### config.mk
export PLATFORM = sky130hd
export DESIGN_NAME = ext_bus_bridge
export DESIGN_NICKNAME = d
export VERILOG_FILES = /design/src/rtl/ext_bus_bridge.sv
export SDC_FILE = /design/constraint.sdc
export NUM_CORES = 1
export LEC_CHECK = 0
export ABC_AREA = 1
export CORE_MARGIN = 4
export CORE_UTILIZATION = 46
export DETAILED_ROUTE_END_ITERATION = 6
export HOLD_SLACK_MARGIN = 0.1
export PLACE_DENSITY = 0.8
export SLEW_MARGIN = 5
export SYNTH_ARGS = -nofsm -noshare
export SYNTH_HDL_FRONTEND = slang
export SYNTH_SLANG_ARGS = --single-unit
### constraint.sdc
create_clock -name clk -period 3 [get_ports clk]
set_input_delay 0.6 -clock clk [delete_from_list [all_inputs] [get_ports clk]]
set_output_delay 0.6 -clock clk [all_outputs]
set_load 0.02 [all_outputs]
### src/rtl/ext_bus_bridge.sv
// ext_bus_bridge
//
// Bridges a word-wide CPU read/write request interface onto an 8-bit
// multiplexed external bus. Each transfer emits the high address byte
// (latch_hi), then the low address byte (latch_lo), and then walks the byte
// lanes F..L in ascending order. Every lane is held for 1+WAIT cycles.
// From the second lane on, ind is asserted so the external side advances
// its latched address by one.
//
// Parameters
//   RV    CPU data width in bits (16 or 32)
//   WAIT  extra hold cycles per data byte (0..15)
//
// Ports
//   clk              single clock, rising edge
//   reset_in         synchronous active-high reset
//   raddr/rreq       read word address / read request (level, held until rdone)
//   rdata/rdone      read data (updated lane by lane) / one-cycle done pulse
//   waddr/wmask      write word address / byte enables (nonzero = request)
//   wdata/wdone      write data / one-cycle done pulse
//   bus_out/bus_in   multiplexed address/data byte out, read byte in
//   latch_hi         high address byte strobe
//   latch_lo         low address byte strobe
//   write            external write strobe
//   ind              external address increment strobe
//
// All outputs are registered. The output logic looks at the next state and
// next lane, so the registered strobes line up with the state being entered.

module ext_bus_bridge #(
    parameter int RV   = 16,
    parameter int WAIT = 0,
    localparam int NB  = RV / 8,
    localparam int LB  = $clog2(RV / 8)
) (
    input  logic            clk,
    input  logic            reset_in,
    input  logic [15-LB:0]  raddr,
    input  logic            rreq,
    output logic [RV-1:0]   rdata,
    output logic            rdone,
    input  logic [15-LB:0]  waddr,
    input  logic [NB-1:0]   wmask,
    input  logic [RV-1:0]   wdata,
    output logic            wdone,
    output logic [7:0]      bus_out,
    input  logic [7:0]      bus_in,
    output logic            latch_hi,
    output logic            latch_lo,
    output logic            write,
    output logic            ind
);

    localparam logic [3:0]    WAIT_C    = 4'(WAIT);
    localparam logic [LB-1:0] LAST_LANE = LB'(NB - 1);
    localparam logic [LB-1:0] LANE_ONE  = LB'(1);

    typedef enum logic [2:0] {
        IDLE = 3'd0,
        AHI  = 3'd1,
        ALO  = 3'd2,
        XFER = 3'd3,
        DONE = 3'd4
    } state_t;

    state_t        state;
    state_t        nxt_state;
    logic [LB-1:0] lane;
    logic [LB-1:0] nxt_lane;
    logic [3:0]    hcnt;
    logic [3:0]    nxt_hcnt;

    // Transfer context, captured while idle and frozen for the whole transfer.
    logic [15-LB:0] addr_q;
    logic [LB-1:0]  first_q;
    logic [LB-1:0]  last_q;
    logic           wr_q;
    logic [NB-1:0]  wmask_q;
    logic [RV-1:0]  wdata_q;

    // Request selection in IDLE; a write wins over a simultaneous read.
    logic [LB-1:0]  w_first;
    logic [LB-1:0]  w_last;
    logic           sel_wr;
    logic [15-LB:0] sel_addr;
    logic [LB-1:0]  sel_first;
    logic [LB-1:0]  sel_last;

    // Next values for the registered outputs.
    logic [7:0] nxt_bus;
    logic       nxt_latch_hi;
    logic       nxt_latch_lo;
    logic       nxt_write;
    logic       nxt_ind;
    logic       nxt_rdone;
    logic       nxt_wdone;

    // Lowest and highest set mask bits give the first and last write lanes.
    always_comb begin
        w_first = '0;
        w_last  = '0;
        for (int k = NB - 1; k >= 0; k--) begin
            if (wmask[k]) w_first = LB'(k);
        end
        for (int k = 0; k < NB; k++) begin
            if (wmask[k]) w_last = LB'(k);
        end
    end

    always_comb begin
        sel_wr    = |wmask;
        sel_addr  = sel_wr ? waddr : raddr;
        sel_first = sel_wr ? w_first : '0;
        sel_last  = sel_wr ? w_last : LAST_LANE;
    end

    // State register
    always_ff @(posedge clk) begin
        if (reset_in) begin
            state <= IDLE;
            lane  <= '0;
            hcnt  <= '0;
        end else begin
            state <= nxt_state;
            lane  <= nxt_lane;
            hcnt  <= nxt_hcnt;
        end
    end

    // Next-state logic
    always_comb begin
        nxt_state = state;
        nxt_lane  = lane;
        nxt_hcnt  = hcnt;
        case (state)
            IDLE: begin
                if (sel_wr || rreq) nxt_state = AHI;
            end
            AHI: begin
                nxt_state = ALO;
            end
            ALO: begin
                nxt_state = XFER;
                nxt_lane  = first_q;
                nxt_hcnt  = '0;
            end
            XFER: begin
                if (hcnt == WAIT_C) begin
                    if (lane == last_q) begin
                        nxt_state = DONE;
                    end else begin
                        nxt_lane = lane + LANE_ONE;
                        nxt_hcnt = '0;
                    end
                end else begin
                    nxt_hcnt = hcnt + 4'd1;
                end
            end
            DONE: begin
                nxt_state = IDLE;
            end
            default: begin
                nxt_state = IDLE;
            end
        endcase
    end

    // Output logic, evaluated for the state about to be entered. AHI is only
    // entered from IDLE, so it uses the live selection rather than the
    // captured context, which is loaded on that same edge.
    always_comb begin
        nxt_bus      = '0;
        nxt_latch_hi = 1'b0;
        nxt_latch_lo = 1'b0;
        nxt_write    = 1'b0;
        nxt_ind      = 1'b0;
        nxt_rdone    = 1'b0;
        nxt_wdone    = 1'b0;
        case (nxt_state)
            AHI: begin
                nxt_bus      = sel_addr[15-LB:8-LB];
                nxt_latch_hi = 1'b1;
            end
            ALO: begin
                nxt_bus      = {addr_q[7-LB:0], first_q};
                nxt_latch_lo = 1'b1;
            end
            XFER: begin
                nxt_ind = (nxt_lane != first_q);
                if (wr_q) begin
                    nxt_bus   = wdata_q[{nxt_lane, 3'b000} +: 8];
                    nxt_write = wmask_q[nxt_lane];
                end
            end
            DONE: begin
                nxt_rdone = ~wr_q;
                nxt_wdone = wr_q;
            end
            default: begin
            end
        endcase
    end

    // Output registers and read-lane sampling. A read lane is sampled on the
    // last cycle of its hold; lanes not yet reached keep their old bytes.
    always_ff @(posedge clk) begin
        if (reset_in) begin
            bus_out  <= '0;
            latch_hi <= 1'b0;
            latch_lo <= 1'b0;
            write    <= 1'b0;
            ind      <= 1'b0;
            rdone    <= 1'b0;
            wdone    <= 1'b0;
            rdata    <= '0;
        end else begin
            bus_out  <= nxt_bus;
            latch_hi <= nxt_latch_hi;
            latch_lo <= nxt_latch_lo;
            write    <= nxt_write;
            ind      <= nxt_ind;
            rdone    <= nxt_rdone;
            wdone    <= nxt_wdone;
            if (state == XFER && !wr_q && hcnt == WAIT_C) begin
                rdata[{lane, 3'b000} +: 8] <= bus_in;
            end
        end
    end

    // Transfer context capture. Reloaded on every idle cycle, so the values
    // present on the request edge are what the transfer uses.
    always_ff @(posedge clk) begin
        if (state == IDLE) begin
            addr_q  <= sel_addr;
            first_q <= sel_first;
            last_q  <= sel_last;
            wr_q    <= sel_wr;
            wmask_q <= wmask;
            wdata_q <= wdata;
        end
    end

endmodule

## Word level (Yosys, flattened, before mapping)

Cells that the tools add are included.

- Bits in registers: 66
- Bits of input ports: 59
- Output and inout bits: 30
- Logic and storage cells: 70

- Add/subtract/negate cells: 3
- Magnitude comparators: 1
- Equal/unequal tests: 10
- Shift-type cells: 3
- Multiplexer cells: 19
- Bitwise logic cells: 4
- Reductions and logical operators: 13

Operator list:

| operator | count |
|---|---|
| one-hot mux 8 bit (3 select lines) | 1 |
| bitwise mux 16 bit | 1 |
| variable shift 8 x 6 -> 16 bit, first input constant | 1 |
| indexed part select 16 x 5 -> 8 bit | 1 |
| indexed part select 8 x 6 -> 16 bit | 1 |
| 2-to-1 mux 15 bit | 1 |
| == test 3 x 2 -> 1 bit, second input constant | 4 |
| one-hot mux 3 bit (4 select lines) | 1 |
| 2-to-1 mux 3 bit | 3 |
| 2-to-1 mux 4 bit | 2 |
| 2-to-1 mux 8 bit | 1 |
| one-hot mux 4 bit (2 select lines) | 1 |
| OR reduction 2 bit | 4 |
| 2-to-1 mux 1 bit | 7 |
| == test 3 x 1 -> 1 bit, second input constant | 2 |
| negator 4 -> 6 bit | 1 |
| adder 4 x 1 -> 4 bit, second input constant | 1 |
| zero test 4 bit | 1 |
| NOT 1 bit | 4 |
| == test 3 bit, second input constant | 1 |
| zero test 3 bit | 1 |
| != test 3 bit, second input constant | 1 |
| OR reduction 3 bit | 1 |
| logical AND 1 bit | 2 |
| other kinds (9) | 9 |

## Logic depth before layout (Yosys ltp)

- Depth in word-level cells: 7
- Mapped depth: 11
- Mapped depth without buffers: 10

## Worst setup path after synthesis

No wires, ideal clock.

- Path type: register to register
- Start point: register state[0]
- End point: register bus_out[4]
- Library setup time: 0.070 ns
- Data arrival time: 2.439 ns
- Path slack: 0.491 ns
- Stages on the path, launching flop included: 9
- Clock period less this slack: 2.509 ns
- Cell sequence: dfxtp_1 > inv_1 > nand2_1 > nor2_1 > o21ai_1 > buf_2 > a21oi_1 > a21oi_1 > a21oi_1

- Cells in the longest elaborated chain, start to end: 5
- Elaborated cells between the ends (all ways): 15
- Classes of those cells: eq/ne (6); shift (1); mux (7); reduce/logical (1)

Ends and longest elaborated chain:

| item | RTL line | RTL |
|---|---|---|
| start: declaration | 66 | `state_t state;` |
| start signal: assignment | 124 | `state <= nxt_state;` |
| == test 3 x 2 -> 1 bit / 2-to-1 mux 3 bit (equally long branches) | 135, 149 |  |
| one-hot mux 1 bit (2 select lines) / 2-to-1 mux 3 bit (equally long branches) | 135, 148 |  |
| indexed part select 16 x 5 -> 8 bit / one-hot mux 3 bit (4 select lines) (equally long branches) | 191, 135 |  |
| 2-to-1 mux 8 bit, or another cell as far along | 190 | `if (wr_q) begin` |
| one-hot mux 8 bit (3 select lines) (*) | 179 | `case (nxt_state)` |
| end signal: assignment | 217 | `bus_out <= nxt_bus;` |
| end: declaration | 46 | `output logic [7:0] bus_out,` |

Mark *: on every way between the ends. The rest lies on a longest branch, timed or not.
A chain may end at the register's enable or synchronous reset.

## Final worst setup path

- Start point: register bus_out[6]
- End point: output bus_out[6]

No word-level cell between the ends.

==> results by group <==
Status
  • Status: finished, final reports clean

Clock network
  • Clock slew at reported path FFs: 0.08 ns
  • Post-CTS Setup Bufs: 0
  • Root Buffer: clkbuf_8
  • CTS tree: built
  • Clock Path Buffers: 2
  • Num Clock Sinks: 66
  • H-tree depth: 3
  • CTS hold repair buffers: 0
  • CTS buffer count: 9
  • Later-pin clock latency in the skew report: 0.35 ns
  • Post-CTS sizing: 0

STA
  • Endpoints failing hold: 0
  • Max Clock Freq: 522 MHz
  • Fin crit period: about 1.9 ns
  • Setup TNS: 0 ns
  • Clock skew: 0.0108 ns
  • Unrepaired setup endpoints after global routing: false
  • Final worst setup slack: 1.08 ns
  • Slew margin rel.: a little over two fifths
  • Ratio of final minimum period to clock period: roughly 64%
  • Max-slew violations: 0
  • Final setup fails: 0
  • Worst-Margin Slew: 0.860 ns

Synthesis
  • Post-synthesis compound-gate area fraction: 12.3%
  • Largest family of logic cells by synthesized area: simple AND/OR/NAND/NOR gates
  • Post-synthesis register bit count: between 60 and 70
  • Register area share after synthesis: 58.5%
  • Mapped Cells: 297
  • Synthesized Nets: 358
  • Post-synthesis adder-cell area fraction: less than 1%
  • Syn_area_per_cell: 9.21 sq um
  • Synth Area in XOR/XNOR: less than 1%
  • YS warnings: 0
  • Post-synth cell types: 27
  • Cell area after synthesis: 2740 sq um
  • Simple-gate share of the synthesized area: about a fifth
  • Mux contribution to synthesized area: 0%

GRT
  • Largest net degree at the start of global routing: 30
  • Initial antenna violation count: 0
  • Global-route wire length before repair: roughly 11000 um
  • Vias in the first global route: 2361
  • Met3 usage: 5.05%
  • Grt met1 use: 20.5%
  • Gr usage total: between 10% and 20%
  • Grt peak-use layer: met2
  • Routing usage on met2: 33.5%
  • Congestion Overflow GR: 0

Power and ir drop
  • Power Dens Cells: around 610 nW/um^2
  • Overall Power: 2.38 mW
  • Worst vdd ir: 0.335 mV
  • Leak: 1.49 nW

Routing
  • Routed Antenna Nets: 0
  • First DRT Iteration DRCs: about 150
  • Final wirelength: ~6700 um
  • TritonRoute pass-1 iters: 4
  • Via Count: between 2000 and 2500
  • Vias per cell: between 5 and 6
  • DRC Markers: 0
  • Mean routed wirelength per cell: 14.4 um

Finish
  • Finished Core Util: between 60% and 70%
  • Fraction of layout cells with a size suffix above 1: 10.9%
  • Area occupied by registers: 1600 sq um
  • Multi-input gate area: 957 sq um
  • Post-route cell area: 3910 sq um
  • Fillers: 443
  • Layout Nets: 452
  • Syn-to-layout area delta: 42.9%
  • Diode count: 0

Placement
  • Placed instance area: 3690 sq um
  • Dpl ws: 0.769 ns
  • GP Congestion: approximately 0.82
  • Detail Placement HPWL: 4970 um
  • PortBufs: just under 90

Critical path
  • Crit end category: output pin
  • Critical path buffer and inverter count: 1
  • Crit Path Class: flop to output pin
  • Worst path max stage delay: 0.62 ns
  • CP Launch Type: flop
  • Cell family with most CP delay: buffers and inverters
  • Crit-path slowest cell: clkdlybuf4s50_1
  • Cells along the critical path: clkdlybuf4s50_1
  • WP data arrival: 1.32 ns
  • Req. time, crit path: 2.40 ns
  • Worst-path maximum fanout: 1

Die
  • Die ar.: 7250 sq um
  • Die X-Extent: 85.1 um
  • Num rows: 27
  • # IOs: 89
  • Vert. Die Dim: 85.1 um
  • Initial Util: 48.5%
  • Core ar.: 5640 sq um

Hold path
  • Worst hold path class: flop to flop

Run
  • Max Cap Violations: 0
[final timing paths]
path / slack [ns] / cells after the start / start / end
hold reg to reg: 0.44 / 2 / rdata[2]$_SDFFE_PP0P_ / rdata[2]$_SDFFE_PP0P_
setup / recovery: 1.08 / 1 / bus_out[6]$_SDFF_PP0_ / bus_out[6]
setup reg to reg: 1.12 / 10 / hcnt[0]$_SDFFE_PP0P_ / bus_out[1]$_SDFF_PP0_
hold / removal: 0.44 / 2 / rdata[2]$_SDFFE_PP0P_ / rdata[2]$_SDFFE_PP0P_
[cell families (layout without fill, tap and decap cells)]
| kind of cell | after synthesis | in the layout |
|---|---|---|
| and+or+nand+nor | 116 | 116 |
| xor gates and xnor gates | 1 | 1 |
| DFF | 66 | 66 |
| AOI/OAI and AO/OA | 67 | 67 |
| buffers and inverters | 45 | 144 |
| adders and majority gates | 2 | 2 |
[worst min-delay path: cells and delay by family, from the launching register on]
kind	cells	cell delay (ns)
compound gates	1	0.05
buf+inv	1	0.04
flops	1	0.31
[routing by layer]
metal  vias up  wire (um)  part of all wire, %
li1       1183          -                    -
met1      1086       2660                   39
met2        86       3420                   51
met3        21        432                  6.4
met4         0        241                  3.6
met5         -          0                    0
[sequential cells by signal, indices dropped and copies added, names as in the netlist]
register	flops
rdata	16
wdata_q	16
wmask_q	2
hcnt	4
last_q	1
rdone	1
lane	1
ind	1
addr_q	7
state	3
latch_hi	1
latch_lo	1
bus_out	8
write	1
wr_q	1
wdone	1
first_q	1
[Yosys cell counts (all sizes together)]
| library cell | count | area, sq um |
|---|---|---|
| inv | 37 | 139 |
| xnor2 | 1 | 8.76 |
| nor3 | 4 | 25.0 |
| o21ai | 21 | 105 |
| edfxtp | 28 | 841 |
| buf | 5 | 30.0 |
| clkbuf | 3 | 11.3 |
| nor3b | 2 | 15.0 |
| a211oi | 1 | 7.51 |
| a21oi | 45 | 225 |
| nor2 | 13 | 76.3 |
| nand3 | 12 | 100 |
| ha | 2 | 25.0 |
| nor4 | 1 | 6.26 |
| nand2 | 74 | 298 |
| dfxtp | 38 | 761 |
| nand4 | 10 | 62.6 |
[cells in the final DEF, fill, tap and decap left out, drive strengths merged]
master          n
bufinv          2
nor3            4
nor2           13
inv            37
xnor2           1
clkinv          1
edfxtp         28
ha              2
o21ai          21
nand2          74
nor3b           2
dfxtp          38
clkinvlp        3
buf             3
nand4          10
a21oi          45
clkdlybuf4s50  88
a211oi          1
nor4            1
nand3          12
clkbuf         10
[report_power, final]
| group | switching, mW | total [mW] | internal, mW |
|---|---|---|---|
| clock network | 0.350 | 0.819 | 0.469 |
| registers | 0.0495 | 1.10 | 1.06 |
| logic | 0.262 | 0.460 | 0.198 |
| total | 0.661 | 2.38 | 1.72 |
[through the flow]
stage / std cells / hold slack [ns]
floorplan: 297 / 0.455
global placement: 452 / 0.433
detailed placement: 452 / 0.437
CTS: 468 / 0.448
global route: 468 / 0.463
finish: 468 / 0.444
[final cells by class]
class | count | share of cell area (%)
timing repair buffer | 91 | 23.1
inverter | 37 | 3.55
clock buffer | 10 | 3.26
sequential | 66 | 41.0
clock inverter | 6 | 2.34
tap | 72 | 2.30
multi-input combinational | 186 | 24.5
No activity file was read; power rests on OpenSTA's default activity.
